--- src/rtl/fifo_rd_pkg.sv ---
// Shared types and constants for the packet-framed FIFO read path.
package fifo_rd_pkg;

  localparam int unsigned LEN_LSB  = 0;
  localparam int unsigned BUF_CNT_W = 2;

  typedef enum logic {
    IDLE = 1'b0,
    DATA = 1'b1
  } rd_state_e;

  typedef struct packed {
    logic sop;
    logic eop;
  } frame_flags_t;

  // True when one more read may be issued without overrunning the 2-entry buffer.
  function automatic logic has_room(input logic [BUF_CNT_W-1:0] cnt,
                                    input logic pending,
                                    input logic pop);
    logic [2:0] used;
    used = 3'(cnt) + 3'(pending);
    return (used - 3'(pop)) < 3'd2;
  endfunction

endpackage

--- src/rtl/fifo_skid2.sv ---
// Two-entry {data, sop, eop} buffer; head entry is always presented on the outputs.
module fifo_skid2
  import fifo_rd_pkg::*;
#(
  parameter int unsigned W = 32
) (
  input  logic                 clk,
  input  logic                 rst,
  input  logic                 wr,
  input  logic [W-1:0]         wr_data,
  input  logic                 wr_sop,
  input  logic                 wr_eop,
  input  logic                 pop,
  output logic                 head_valid,
  output logic [W-1:0]         head_data,
  output logic                 head_sop,
  output logic                 head_eop,
  output logic [BUF_CNT_W-1:0] count,
  output logic [BUF_CNT_W-1:0] count_next
);

  logic [W-1:0]         head_data_q, head_data_d;
  logic [W-1:0]         tail_data_q, tail_data_d;
  frame_flags_t         head_flg_q, head_flg_d;
  frame_flags_t         tail_flg_q, tail_flg_d;
  frame_flags_t         wr_flg;
  logic [BUF_CNT_W-1:0] cnt_q, cnt_d;
  logic                 valid_q, valid_d;

  // Shift-style buffer: head is the egress word, tail refills head on pop.
  always_comb begin
    head_data_d = head_data_q;
    tail_data_d = tail_data_q;
    head_flg_d  = head_flg_q;
    tail_flg_d  = tail_flg_q;
    cnt_d       = cnt_q;
    wr_flg      = '{sop: wr_sop, eop: wr_eop};

    case (cnt_q)
      2'd0: begin
        if (wr) begin
          head_data_d = wr_data;
          head_flg_d  = wr_flg;
          cnt_d       = 2'd1;
        end
      end
      2'd1: begin
        if (wr && pop) begin
          head_data_d = wr_data;
          head_flg_d  = wr_flg;
        end else if (pop) begin
          cnt_d = 2'd0;
        end else if (wr) begin
          tail_data_d = wr_data;
          tail_flg_d  = wr_flg;
          cnt_d       = 2'd2;
        end
      end
      default: begin
        if (pop) begin
          head_data_d = tail_data_q;
          head_flg_d  = tail_flg_q;
          if (wr) begin
            tail_data_d = wr_data;
            tail_flg_d  = wr_flg;
          end else begin
            cnt_d = 2'd1;
          end
        end
      end
    endcase

    valid_d = (cnt_d != 2'd0);
  end

  always_ff @(posedge clk) begin
    if (rst) begin
      head_data_q <= '0;
      tail_data_q <= '0;
      head_flg_q  <= '0;
      tail_flg_q  <= '0;
      cnt_q       <= '0;
      valid_q     <= 1'b0;
    end else begin
      head_data_q <= head_data_d;
      tail_data_q <= tail_data_d;
      head_flg_q  <= head_flg_d;
      tail_flg_q  <= tail_flg_d;
      cnt_q       <= cnt_d;
      valid_q     <= valid_d;
    end
  end

  assign head_valid = valid_q;
  assign head_data  = head_data_q;
  assign head_sop   = head_flg_q.sop;
  assign head_eop   = head_flg_q.eop;
  assign count      = cnt_q;
  assign count_next = cnt_d;

endmodule

--- src/rtl/fifo_pkt_reader.sv ---
// Drains header+payload packets from fifo_top onto a valid/ready egress with sop/eop framing.
module fifo_pkt_reader
  import fifo_rd_pkg::*;
#(
  parameter int unsigned W_WIDTH = 32,
  parameter int unsigned LEN_W   = 8,
  parameter int unsigned CNT_W   = 16
) (
  input  logic               clk,
  input  logic               rst,
  input  logic               rd_enable,
  output logic               fifo_en,
  output logic               fifo_rd_en,
  input  logic               fifo_empty,
  input  logic [W_WIDTH-1:0] fifo_data,
  output logic               out_valid,
  input  logic               out_ready,
  output logic [W_WIDTH-1:0] out_data,
  output logic               out_sop,
  output logic               out_eop,
  output logic               busy,
  output logic [CNT_W-1:0]   pkt_cnt
);

  rd_state_e            state_q, state_d;
  logic [LEN_W-1:0]     remaining_q, remaining_d;
  logic [LEN_W-1:0]     len_c;
  logic                 rd_pending_q, rd_pending_d;
  logic                 fifo_en_q;
  logic [CNT_W-1:0]     pkt_cnt_q, pkt_cnt_d;
  logic                 busy_q, busy_d;
  logic                 pop_c;
  logic                 cap_sop_c, cap_eop_c;
  logic [BUF_CNT_W-1:0] buf_cnt, buf_cnt_next;

  assign pop_c      = out_valid & out_ready;
  assign fifo_rd_en = rd_enable & ~fifo_empty & has_room(buf_cnt, rd_pending_q, pop_c);
  assign len_c      = fifo_data[LEN_LSB +: LEN_W];

  // Framing advances on capture of the returning FIFO word, not on egress.
  always_comb begin
    state_d      = state_q;
    remaining_d  = remaining_q;
    cap_sop_c    = 1'b0;
    cap_eop_c    = 1'b0;
    rd_pending_d = fifo_rd_en;

    if (rd_pending_q) begin
      if (state_q == IDLE) begin
        cap_sop_c = 1'b1;
        if (len_c == '0) begin
          cap_eop_c = 1'b1;
        end else begin
          remaining_d = len_c;
          state_d     = DATA;
        end
      end else begin
        remaining_d = remaining_q - LEN_W'(1);
        if (remaining_q == LEN_W'(1)) begin
          cap_eop_c = 1'b1;
          state_d   = IDLE;
        end
      end
    end

    pkt_cnt_d = pkt_cnt_q + CNT_W'(pop_c & out_eop);
    busy_d    = (state_d == DATA) | (buf_cnt_next != '0) | rd_pending_d;
  end

  always_ff @(posedge clk) begin
    if (rst) begin
      state_q      <= IDLE;
      remaining_q  <= '0;
      rd_pending_q <= 1'b0;
      fifo_en_q    <= 1'b0;
      pkt_cnt_q    <= '0;
      busy_q       <= 1'b0;
    end else begin
      state_q      <= state_d;
      remaining_q  <= remaining_d;
      rd_pending_q <= rd_pending_d;
      fifo_en_q    <= rd_enable;
      pkt_cnt_q    <= pkt_cnt_d;
      busy_q       <= busy_d;
    end
  end

  // Reset on the buffer also drops any word whose read was in flight.
  fifo_skid2 #(
    .W (W_WIDTH)
  ) u_skid (
    .clk        (clk),
    .rst        (rst),
    .wr         (rd_pending_q),
    .wr_data    (fifo_data),
    .wr_sop     (cap_sop_c),
    .wr_eop     (cap_eop_c),
    .pop        (pop_c),
    .head_valid (out_valid),
    .head_data  (out_data),
    .head_sop   (out_sop),
    .head_eop   (out_eop),
    .count      (buf_cnt),
    .count_next (buf_cnt_next)
  );

  assign fifo_en = fifo_en_q;
  assign busy    = busy_q;
  assign pkt_cnt = pkt_cnt_q;

endmodule

--- config.mk ---
export PLATFORM = sky130hd
export DESIGN_NAME = fifo_pkt_reader
export DESIGN_NICKNAME = d
export VERILOG_FILES = /design/src/rtl/fifo_rd_pkg.sv /design/src/rtl/fifo_skid2.sv /design/src/rtl/fifo_pkt_reader.sv
export SDC_FILE = /design/constraint.sdc
export NUM_CORES = 1
export LEC_CHECK = 0
export ABC_AREA = 1
export CAP_MARGIN = 20
export CORE_UTILIZATION = 40
export DETAILED_ROUTE_END_ITERATION = 16
export GPL_TIMING_DRIVEN = 0
export PLACE_DENSITY = 0.67
export REMOVE_ABC_BUFFERS = 1
export SYNTH_ARGS = -nofsm -noshare
export SYNTH_HDL_FRONTEND = slang
export SYNTH_SLANG_ARGS = --single-unit
--- constraint.sdc ---
create_clock -name clk -period 1.79 [get_ports clk]
set_input_delay 0.358 -clock clk [delete_from_list [all_inputs] [get_ports clk]]
set_output_delay 0.358 -clock clk [all_outputs]
set_load 0.02 [all_outputs]
==> flow_metrics.tcl, run 1 <==
set metrics [dict create \
    layout_min_cycle_time_ps 2250 \
    die_x_um 108 \
    synth_enable_flop_cells 0 \
    cts_buffers 9 \
    wire_per_inst_um 13.2 \
    violations "negative setup slack" \
    worst_hold_slack_ps 419 \
    start_util_pct 41.2 \
    clockRootBuffer "clkbuf_8" \
    portBuffers 90 \
    outcome "complete, but fails checks" \
    ir_worst_vdd_mv 0.393 \
    crit_slowest_cell "fa_1" \
    pre_cts_ws_ps -1230 \
    htree_levels 3 \
    antenna_found_initial 0 \
    fp-row-count 38 \
    final_common_cell "nand2_1" \
    route.detailed.drc 0 \
    cp_max_fo 4 \
    min_period_over_period_pct 126 \
    cts_hold_buf 0 \
    yosysSeqAreaShare_pct 44.4 \
    critPathKind "reg2out" \
    wl_um 11600 \
    worst_hold_path_type "in2reg" \
    crit_top_cell "nand2_1" \
    grt_start_max_net_pins 37 \
    grt_usage_pct 20.2 \
    syn_area_um2 4460 \
    critPathRequiredTime_ps 1430 \
    grt.overflow.total 0 \
    hold_viol 0 \
    rsz0062_at_grt "true" \
    start_kind "flop" \
    avgSynthCellArea_um2 6.89 \
    ys_types 38 \
    max_slew.worst_pin.slew_ps 761 \
    fin_skew_ps 11.1 \
    grt_pass1_vias 4044 \
    ys_ff_latch 99 \
    cts_tree "yes" \
    ioPinCount 91 \
    die_area_um2 11600 \
    finalWorstSetupSlack_ps -464 \
    synth_flop_cell "dfxtp_1" \
    routabilityCongestion 0.855 \
    slew_viol_final 0 \
    drive_gt1_share_pct 9.84 \
    synth_cells 648 \
    ant_nets 0 \
    vias 4351 \
    slowest_delay_ps 490 \
    diodes 0 \
    grt_pass1_wl_um 18700 \
    fmax_ghz 0.444 \
    syn_to_final_growth_pct 31.6 \
    worstPathArrival_ps 1900 \
    setup_viol 36 \
    drt_pre_antenna_iters 4 \
    die_h_um 108 \
    final_cell_mix "nand2_1, nor2_1, dfxtp_1" \
    final_nets 779 \
    dp_hpwl_um 7150 \
    clock-sinks 99 \
    powerDensity_nw_per_um2 728 \
    path_cells "nand2_4 -> inv_4 -> nor2_8 -> o21ai_2 -> fa_1 -> nand2_1 -> nor2_1 -> nand2_1 -> inv_2 -> buf_6" \
    synthArstFlopShare_pct 0 \
    viasPerCell 4.93 \
    drv_cap 0 \
    yosysWarnings 0 \
    relSlewSlack_pct 49.1 \
    cp-end-kind "primary output" \
    p_leak_nw 2.40 \
    clock_path_buffers 2 \
    clk_pin_slew_ps 100 \
    clkLatencyLatePin_ps 370 \
    drt-initial-drc-count 204 \
    core_area_um2 10800 \
]
## stage by stage
stage               cells  setup TNS [ps]  utilization [%]  cell area (µm²)  power (mW)
global placement      845         -183580             49.4             5350        2.92
CTS                   874           -9960             52.9             5740        4.31
floorplan             615          -30470                -             4280        2.66
detailed placement    848          -56800             50.0             5420        2.94
finish                882           -8830             54.2             5870        4.28
global route          882          -13560             54.2             5870        4.48
## worst paths after layout
kind / to / cells after the start / start / slack [ps]
setup / recovery: fifo_rd_en / 10 / u_skid.head_valid$_SDFF_PP0_ / -460
hold / removal: pkt_cnt[10]$_SDFF_PP0_ / 2 / rst / 420
setup reg to reg: u_skid.tail_data_q[12]$_SDFFE_PP0P_ / 6 / u_skid.count[1]$_SDFF_PP0_ / -310
hold reg to reg: u_skid.head_sop$_SDFFE_PP0P_ / 2 / u_skid.head_sop$_SDFFE_PP0P_ / 460
## cell type report
type / instances / area [µm²]
clock buffers: 11 / 131
clock inverters: 5 / 43.8
fillers: 1069 / 4970
inverters: 41 / 178
multi-input cells: 476 / 2210
flip-flops and latches: 99 / 1990
well taps: 140 / 175
repair buffers: 110 / 1140
## state kept, by name, indices dropped and copies added (netlist names)
signal	count
u_skid.head_sop	1
state_q	1
remaining_q	8
u_skid.tail_flg_q	2
pkt_cnt	16
busy	1
u_skid.tail_data_q	32
u_skid.head_data	32
u_skid.head_valid	1
u_skid.count	2
u_skid.head_eop	1
fifo_en	1
rd_pending_q	1
## per-layer routing
| metal | up-vias | global-route usage, % | share of wire (%) |
|---|---|---|---|
| met5 | - | 0 | 0 |
| met4 | 0 | 9.10 | 2.1 |
| met3 | 16 | 3.09 | 3.7 |
| met2 | 81 | 35.3 | 49 |
| met1 | 2019 | 24.4 | 45 |
| li1 | 2235 | - | - |
## critical path, delay by kind of cell, from the launching register on
kind | cells | cell delay [ps]
adder cells (fa/ha/maj) | 1 | 490
AND/OR/NAND/NOR | 5 | 400
flip-flops | 1 | 340
buffers and inverters | 3 | 230
AO/OA/AOI/OAI | 1 | 70
## kinds of logic after synthesis
family          after synthesis  synth area share, %
xor+xnor                      3                0.589
simple gates                344                 31.5
fa+ha+maj                     5                 1.57
flops                        99                 44.4
compound gates              123                 14.1
buf+inv                      74                 7.82
## cell usage after synthesis (2+ instances only)
library cell	n	area, µm²
or2_2	2	12.5
inv_1	34	128
nor2_1	103	387
buf_1	2	7.51
o21ai_0	46	230
nor2_4	2	22.5
o21ai_1	13	65.1
xor2_1	2	17.5
nor2_2	2	12.5
nand2_1	202	758
buf_6	4	45.0
ha_1	4	50.1
dfxtp_1	99	1980
inv_2	4	15.0
nand4_1	5	31.3
a21oi_1	59	295
clkbuf_1	14	52.6
nor3_1	5	25.0
buf_2	6	30.0
buf_4	7	52.6
nand3_1	16	80.1
## timing repair
action / in CTS / in global routing
buffers inserted: 11 / 8
pin swaps: 4 / 8
setup endpoints to repair: 81 / 81
cloned: 0 / 1
gates resized for setup: 26 / 27
## power breakdown
part | total (mW) | switching, mW | internal (mW)
sequential | 2.31 | 0.0464 | 2.27
combinational | 0.623 | 0.338 | 0.285
clock | 1.34 | 0.812 | 0.527
total | 4.28 | 1.20 | 3.08
Note: power is estimated with default switching activity, not from simulation.
==> run 2, diff against run 1 <==
--- a/config.mk
+++ b/config.mk
@@ -10,7 +10,6 @@
 export CORE_UTILIZATION = 40
 export DETAILED_ROUTE_END_ITERATION = 16
 export GPL_TIMING_DRIVEN = 0
-export PLACE_DENSITY = 0.67
 export REMOVE_ABC_BUFFERS = 1
 export SYNTH_ARGS = -nofsm -noshare
 export SYNTH_HDL_FRONTEND = slang
==> constraint.sdc (replaced) <==
create_clock -name clk -period 2.1 [get_ports clk]
set_input_delay 0.42 -clock clk [delete_from_list [all_inputs] [get_ports clk]]
set_output_delay 0.42 -clock clk [all_outputs]
set_load 0.02 [all_outputs]
==> run 2 against run 1 <==
Sequential power is 15% lower. Clock-buffer cell count unchanged. Power is 13% lower. The flow still finishes with violations (negative setup slack). Sequential share of layout area is 0.90 points higher. Register-to-register slack improved by 250 ps. First-iteration DRC count unchanged. Critical path type unchanged. Combinational power shrank 19%. Via count down 2.9%. Clock power down 8%. Global-route usage is 0.74 points lower. Cell area is 2.8% lower. Critical path depth did not move.
==> flow_metrics.tcl, run 2 (synthesized netlist as in run 1, its figures left out) <==
set metrics [dict create \
    relSlewSlack_pct 52.0 \
    rsz0062_at_grt "true" \
    cts_buffers 9 \
    place_area_um2 5440 \
    routabilityCongestion 0.858 \
    worstPathArrival_ps 1920 \
    cp_max_fo 4 \
    grt_start_max_net_pins 44 \
    drt_pre_antenna_iters 4 \
    seq_area_um2 1990 \
    final_cell_mix "nand2_1, nor2_1, dfxtp_1" \
    worstHoldStart "rst" \
    intPower_mw 2.72 \
    portBuffers 90 \
    final_nets 767 \
    path_cells "nand2_4 -> inv_4 -> nor2_8 -> o21ai_2 -> fa_1 -> nand2_1 -> nor2_1 -> nand2_1 -> inv_2 -> buf_6" \
    worst-path-buf-inv 3 \
    crit_slowest_cell "fa_1" \
    setup_viol 23 \
    holdPathStages 2 \
    vias 4225 \
    multi_input_area_um2 2160 \
    grt_usage_pct 19.5 \
    r2r_start "u_skid.count[1]$_SDFF_PP0_" \
    diodes 0 \
    grt.overflow.total 0 \
    drv_cap 0 \
    worst_hold_path_type "in2reg" \
    die_area_um2 11600 \
    power.switching_mw 0.985 \
    wire_per_inst_um 12.6 \
    final_cells 870 \
    syn_to_final_growth_pct 27.8 \
    ioPinCount 91 \
    r2r_slack_ps -60 \
    critPathRequiredTime_ps 1680 \
    powerDensity_nw_per_um2 649 \
    dp_hpwl_um 7240 \
    power_frac_comb_pct 13.6 \
    place_inst 849 \
    hold_viol 0 \
    finalWorstSetupSlack_ps -237 \
    cts_tree "yes" \
    power_frac_seq_pct 53.3 \
    fp-row-count 38 \
    die_h_um 108 \
    max_slew.worst_pin.slew_ps 719 \
    crit_top_cell "nand2_1" \
    wl_um 11000 \
    grt_pass1_vias 3754 \
    antenna_found_initial 0 \
    route.detailed.drc 0 \
    clk_pin_slew_ps 100 \
    ant_nets 0 \
    ir_worst_vdd_mv 0.433 \
    violations "negative setup slack" \
    viasPerCell 4.86 \
    outcome "complete, but fails checks" \
    clock-sinks 99 \
    cp-end-kind "primary output" \
    layout_min_cycle_time_ps 2340 \
    switching_share_pct 26.6 \
    min_period_over_period_pct 111 \
    reg2regPathDepth 7 \
    slowest_delay_ps 500 \
    clock_path_buffers 2 \
    critPathTopFamily "adder cells" \
    fmax_ghz 0.428 \
    critPathKind "reg2out" \
    die_x_um 108 \
    htree_levels 3 \
    start_kind "flop" \
    rr_endpoint "u_skid.tail_data_q[14]$_SDFFE_PP0P_" \
    p_leak_nw 2.16 \
    design_area_um2 5710 \
    core_area_um2 10800 \
    nFillCells 1108 \
    slew_viol_final 0 \
    grt_pass1_wl_um 17900 \
    pwr-share-clk_pct 33.2 \
    fin_skew_ps 10.5 \
    drive_gt1_share_pct 6.99 \
    drt-initial-drc-count 204 \
    final_common_cell "nand2_1" \
    holdPathEnd "pkt_cnt[10]$_SDFF_PP0_" \
    clkLatencyLatePin_ps 360 \
    clockRootBuffer "clkbuf_8" \
    start_util_pct 41.2 \
]
-- run 2: cell count changes in the layout (fill, tap and decap cells not counted), sizes merged --
cell and change:
buf -11, bufinv +1, clkdlybuf4s50 +10, clkinv +1, dlygate4sd2 -1, dlymetal6s2s -9, inv -2, nand2 -1
-- run 2: stage by stage --
step / power [mW] / TNS (ps) / worst slack (ps) / util, % / hold slack, ps
after floorplan: 2.27 / -8630 / -278 / - / 455
after global placement: 2.49 / -158250 / -2190 / 49.4 / 437
after detailed placement: 2.50 / -24980 / -1080 / 50.2 / 439
after CTS: 3.74 / -943 / -283 / 52.5 / 424
after global routing: 3.88 / -7750 / -391 / 52.6 / 441
final: 3.70 / -1010 / -237 / 52.6 / 429
-- run 2: metal layers --
| metal | up-vias | wire [µm] | track usage (%) |
|---|---|---|---|
| li1 | 2206 | - | - |
| met1 | 1935 | 5180 | 25.2 |
| met2 | 77 | 5250 | 32.9 |
| met3 | 7 | 445 | 3.87 |
| met4 | 0 | 92 | 5.28 |
| met5 | - | 0 | 0 |
-- run 2: worst max-delay path by stage --
stage                                             from                           end  slack [ps]  depth (start not counted)
after CTS                 u_skid.head_valid$_SDFF_PP0_                    fifo_rd_en        -280                         10
after floorplan             u_skid.count[1]$_SDFF_PP0_  u_skid.head_eop$_SDFFE_PP0P_        -280                          7
final                     u_skid.head_valid$_SDFF_PP0_                    fifo_rd_en        -240                         10
after global placement                             rst  u_skid.head_valid$_SDFF_PP0_       -2190                          4
after global routing      u_skid.head_valid$_SDFF_PP0_                    fifo_rd_en        -390                         10
after detailed placement                     out_ready                    fifo_rd_en       -1080                         10
-- run 2: power groups by stage --
stage / sequential, mW / combinational [mW] / clock, mW
floorplan: 2.05 / 0.219 / 0
global placement: 2.01 / 0.474 / 0
detailed placement: 2.01 / 0.491 / 0
CTS: 1.97 / 0.501 / 1.26
global route: 1.98 / 0.560 / 1.34
finish: 1.97 / 0.503 / 1.23
-- run 2: area by class of cell --
| class | count | area share, % |
|---|---|---|
| multi-input combinational | 475 | 37.8 |
| tap | 140 | 3.07 |
| timing repair buffer | 99 | 18.0 |
| clock inverter | 5 | 1.10 |
| sequential | 99 | 34.8 |
| inverter | 41 | 2.87 |
| clock buffer | 11 | 2.30 |
-- run 2: repair_timing --
item	in CTS	in global routing
endpoints found under the setup margin	55	42
buffers inserted	4	1
gates cloned	0	0
pin swaps	4	4
gates resized for setup	16	3
hold endpoints to repair	0	0
hold buffers	0	0
==> run 3, diff against run 2 <==
--- a/config.mk
+++ b/config.mk
@@ -7,6 +7,7 @@
 export LEC_CHECK = 0
 export ABC_AREA = 1
 export CAP_MARGIN = 20
+export CORE_ASPECT_RATIO = 1.75
 export CORE_UTILIZATION = 40
 export DETAILED_ROUTE_END_ITERATION = 16
 export GPL_TIMING_DRIVEN = 0
==> run 3 against run 2 <==
The flow still finishes with violations (negative setup slack). First-iteration DRC count up 25%. Non-clock buffer count grew 3. Sequential share of layout area shrank 0.62 points. Sequential cell count unchanged.
==> flow_metrics.tcl, run 3 (synthesized netlist as in run 1, its figures left out) <==
set metrics [dict create \
    viasPerCell 4.96 \
    grt_usage_pct 20.7 \
    core_area_um2 10800 \
    grtUsageMet2_pct 36.5 \
    crit_cells 10 \
    setup_viol 1 \
    crit_top_cell "nand2_1" \
    syn_to_final_growth_pct 30.3 \
    drt-initial-drc-count 255 \
    relSlewSlack_pct 47.1 \
    cts_buffers 9 \
    ant_nets 0 \
    place_inst 838 \
    design_area_um2 5820 \
    grtUsageMet1_pct 23.7 \
    slowest_delay_ps 490 \
    drive_gt1_share_pct 8.05 \
    final_common_cell "nand2_1" \
    finalWorstSetupSlack_ps -180 \
    place_area_um2 5390 \
    start_kind "flop" \
    violations "negative setup slack" \
    critPathKind "reg2out" \
    wire_per_inst_um 13.3 \
    slew_viol_final 0 \
    reg2regPathDepth 7 \
    fp-row-count 50 \
    die_h_um 142 \
    clk_pin_slew_ps 70 \
    max_slew.worst_pin.slew_ps 792 \
    pre_cts_ws_ps -1040 \
    grt_pass1_wl_um 18500 \
    clock_path_buffers 2 \
    vias 4282 \
    cp_max_fo 4 \
    top_usage_layer "met2" \
    fmax_ghz 0.439 \
    start_util_pct 41.5 \
    final_cell_mix "nand2_1, nor2_1, dfxtp_1" \
    worst-path-buf-inv 3 \
    worst_hold_slack_ps 447 \
    fin_skew_ps 7.65 \
    ioPinCount 91 \
    cp-end-kind "primary output" \
    hold_viol 0 \
    portBuffers 90 \
    crit_slowest_cell "fa_1" \
    die_area_um2 11600 \
    htree_levels 3 \
    dp_hpwl_um 7400 \
    nFillCells 1081 \
    worst_hold_path_type "reg2reg" \
    min_period_over_period_pct 109 \
    critPathTopFamily "adder cells" \
    routabilityCongestion 0.875 \
    diodes 0 \
    path_cells "nand2_4 -> inv_4 -> nor2_8 -> o21ai_2 -> fa_1 -> nand2_1 -> nor2_1 -> nand2_1 -> inv_2 -> buf_6" \
    route.detailed.drc 0 \
    final_cells 863 \
    powerDensity_nw_per_um2 712 \
    ir_worst_vdd_mv 0.504 \
    layout_min_cycle_time_ps 2280 \
    rsz0062_at_grt "true" \
    cts_tree "yes" \
    grt.overflow.total 0 \
    drt_pre_antenna_iters 4 \
    die_x_um 81.9 \
    outcome "complete, but fails checks" \
    wl_um 11500 \
    holdPathStages 2 \
    met3_usage_pct 4.12 \
    critPathRequiredTime_ps 1680 \
    antenna_found_initial 0 \
    p_leak_nw 2.22 \
    clock-sinks 99 \
    grt_pass1_vias 3924 \
    final_nets 770 \
    clockRootBuffer "clkbuf_16" \
    worstPathArrival_ps 1860 \
    grt_start_max_net_pins 50 \
    clkLatencyLatePin_ps 350 \
    cts_hold_buf 0 \
    drv_cap 0 \
]
[run 3: stage by stage]
stage,power (mW),TNS (ps),utilization (%)
2_1_floorplan,2.27,-8630,-
3_3_place_gp,2.50,-166860,49.6
3_5_place_dp,2.50,-27550,50.1
4_1_cts,4.18,-6000,53.3
5_1_grt,4.33,-274,54.1
6_report,4.14,-180,54.1
[run 3: worst paths after layout]
path / from / endpoint / slack, ps
worst max register to register: u_skid.count[1]$_SDFF_PP0_ / u_skid.tail_data_q[13]$_SDFFE_PP0P_ / 180
worst max-delay path: u_skid.head_valid$_SDFF_PP0_ / fifo_rd_en / -180
worst min register to register: u_skid.head_sop$_SDFFE_PP0P_ / u_skid.head_sop$_SDFFE_PP0P_ / 450
worst min-delay path: u_skid.head_sop$_SDFFE_PP0P_ / u_skid.head_sop$_SDFFE_PP0P_ / 450
[run 3: cell type report]
class | count | area [µm²] | share of cell area (%)
multi-input combinational | 475 | 2180 | 37.5
sequential | 99 | 1990 | 34.2
timing repair buffer | 102 | 1020 | 17.5
clock buffer | 10 | 229 | 3.94
inverter | 41 | 169 | 2.90
tap | 130 | 163 | 2.80
clock inverter | 6 | 66.3 | 1.14
[run 3: what timing repair did]
action	4_1_cts	5_1_grt
gates resized for setup	18	12
setup endpoints to repair	68	53
pin swaps	4	9
buffers inserted	3	6
[run 3: metal layers]
layer  vias to the layer above  wire length, µm
met4                         0              293
li1                       2218                -
met1                      1976             4790
met5                         -                0
met3                        18              405
met2                        70             5990
[run 3: power by group]
| group | switching [mW] | total (mW) | internal [mW] |
|---|---|---|---|
| Combinational | 0.280 | 0.504 | 0.224 |
| Sequential | 0.0400 | 1.97 | 1.93 |
| Clock | 0.738 | 1.66 | 0.926 |
[run 3: worst reg2reg max path: stages (launching register included)]
cell	delay, ps
dfxtp_4	410
buf_12	190
inv_6	250
nor2_4	90
inv_2	140
nand3_4	350
o21ai_0	330
nor2_1	60
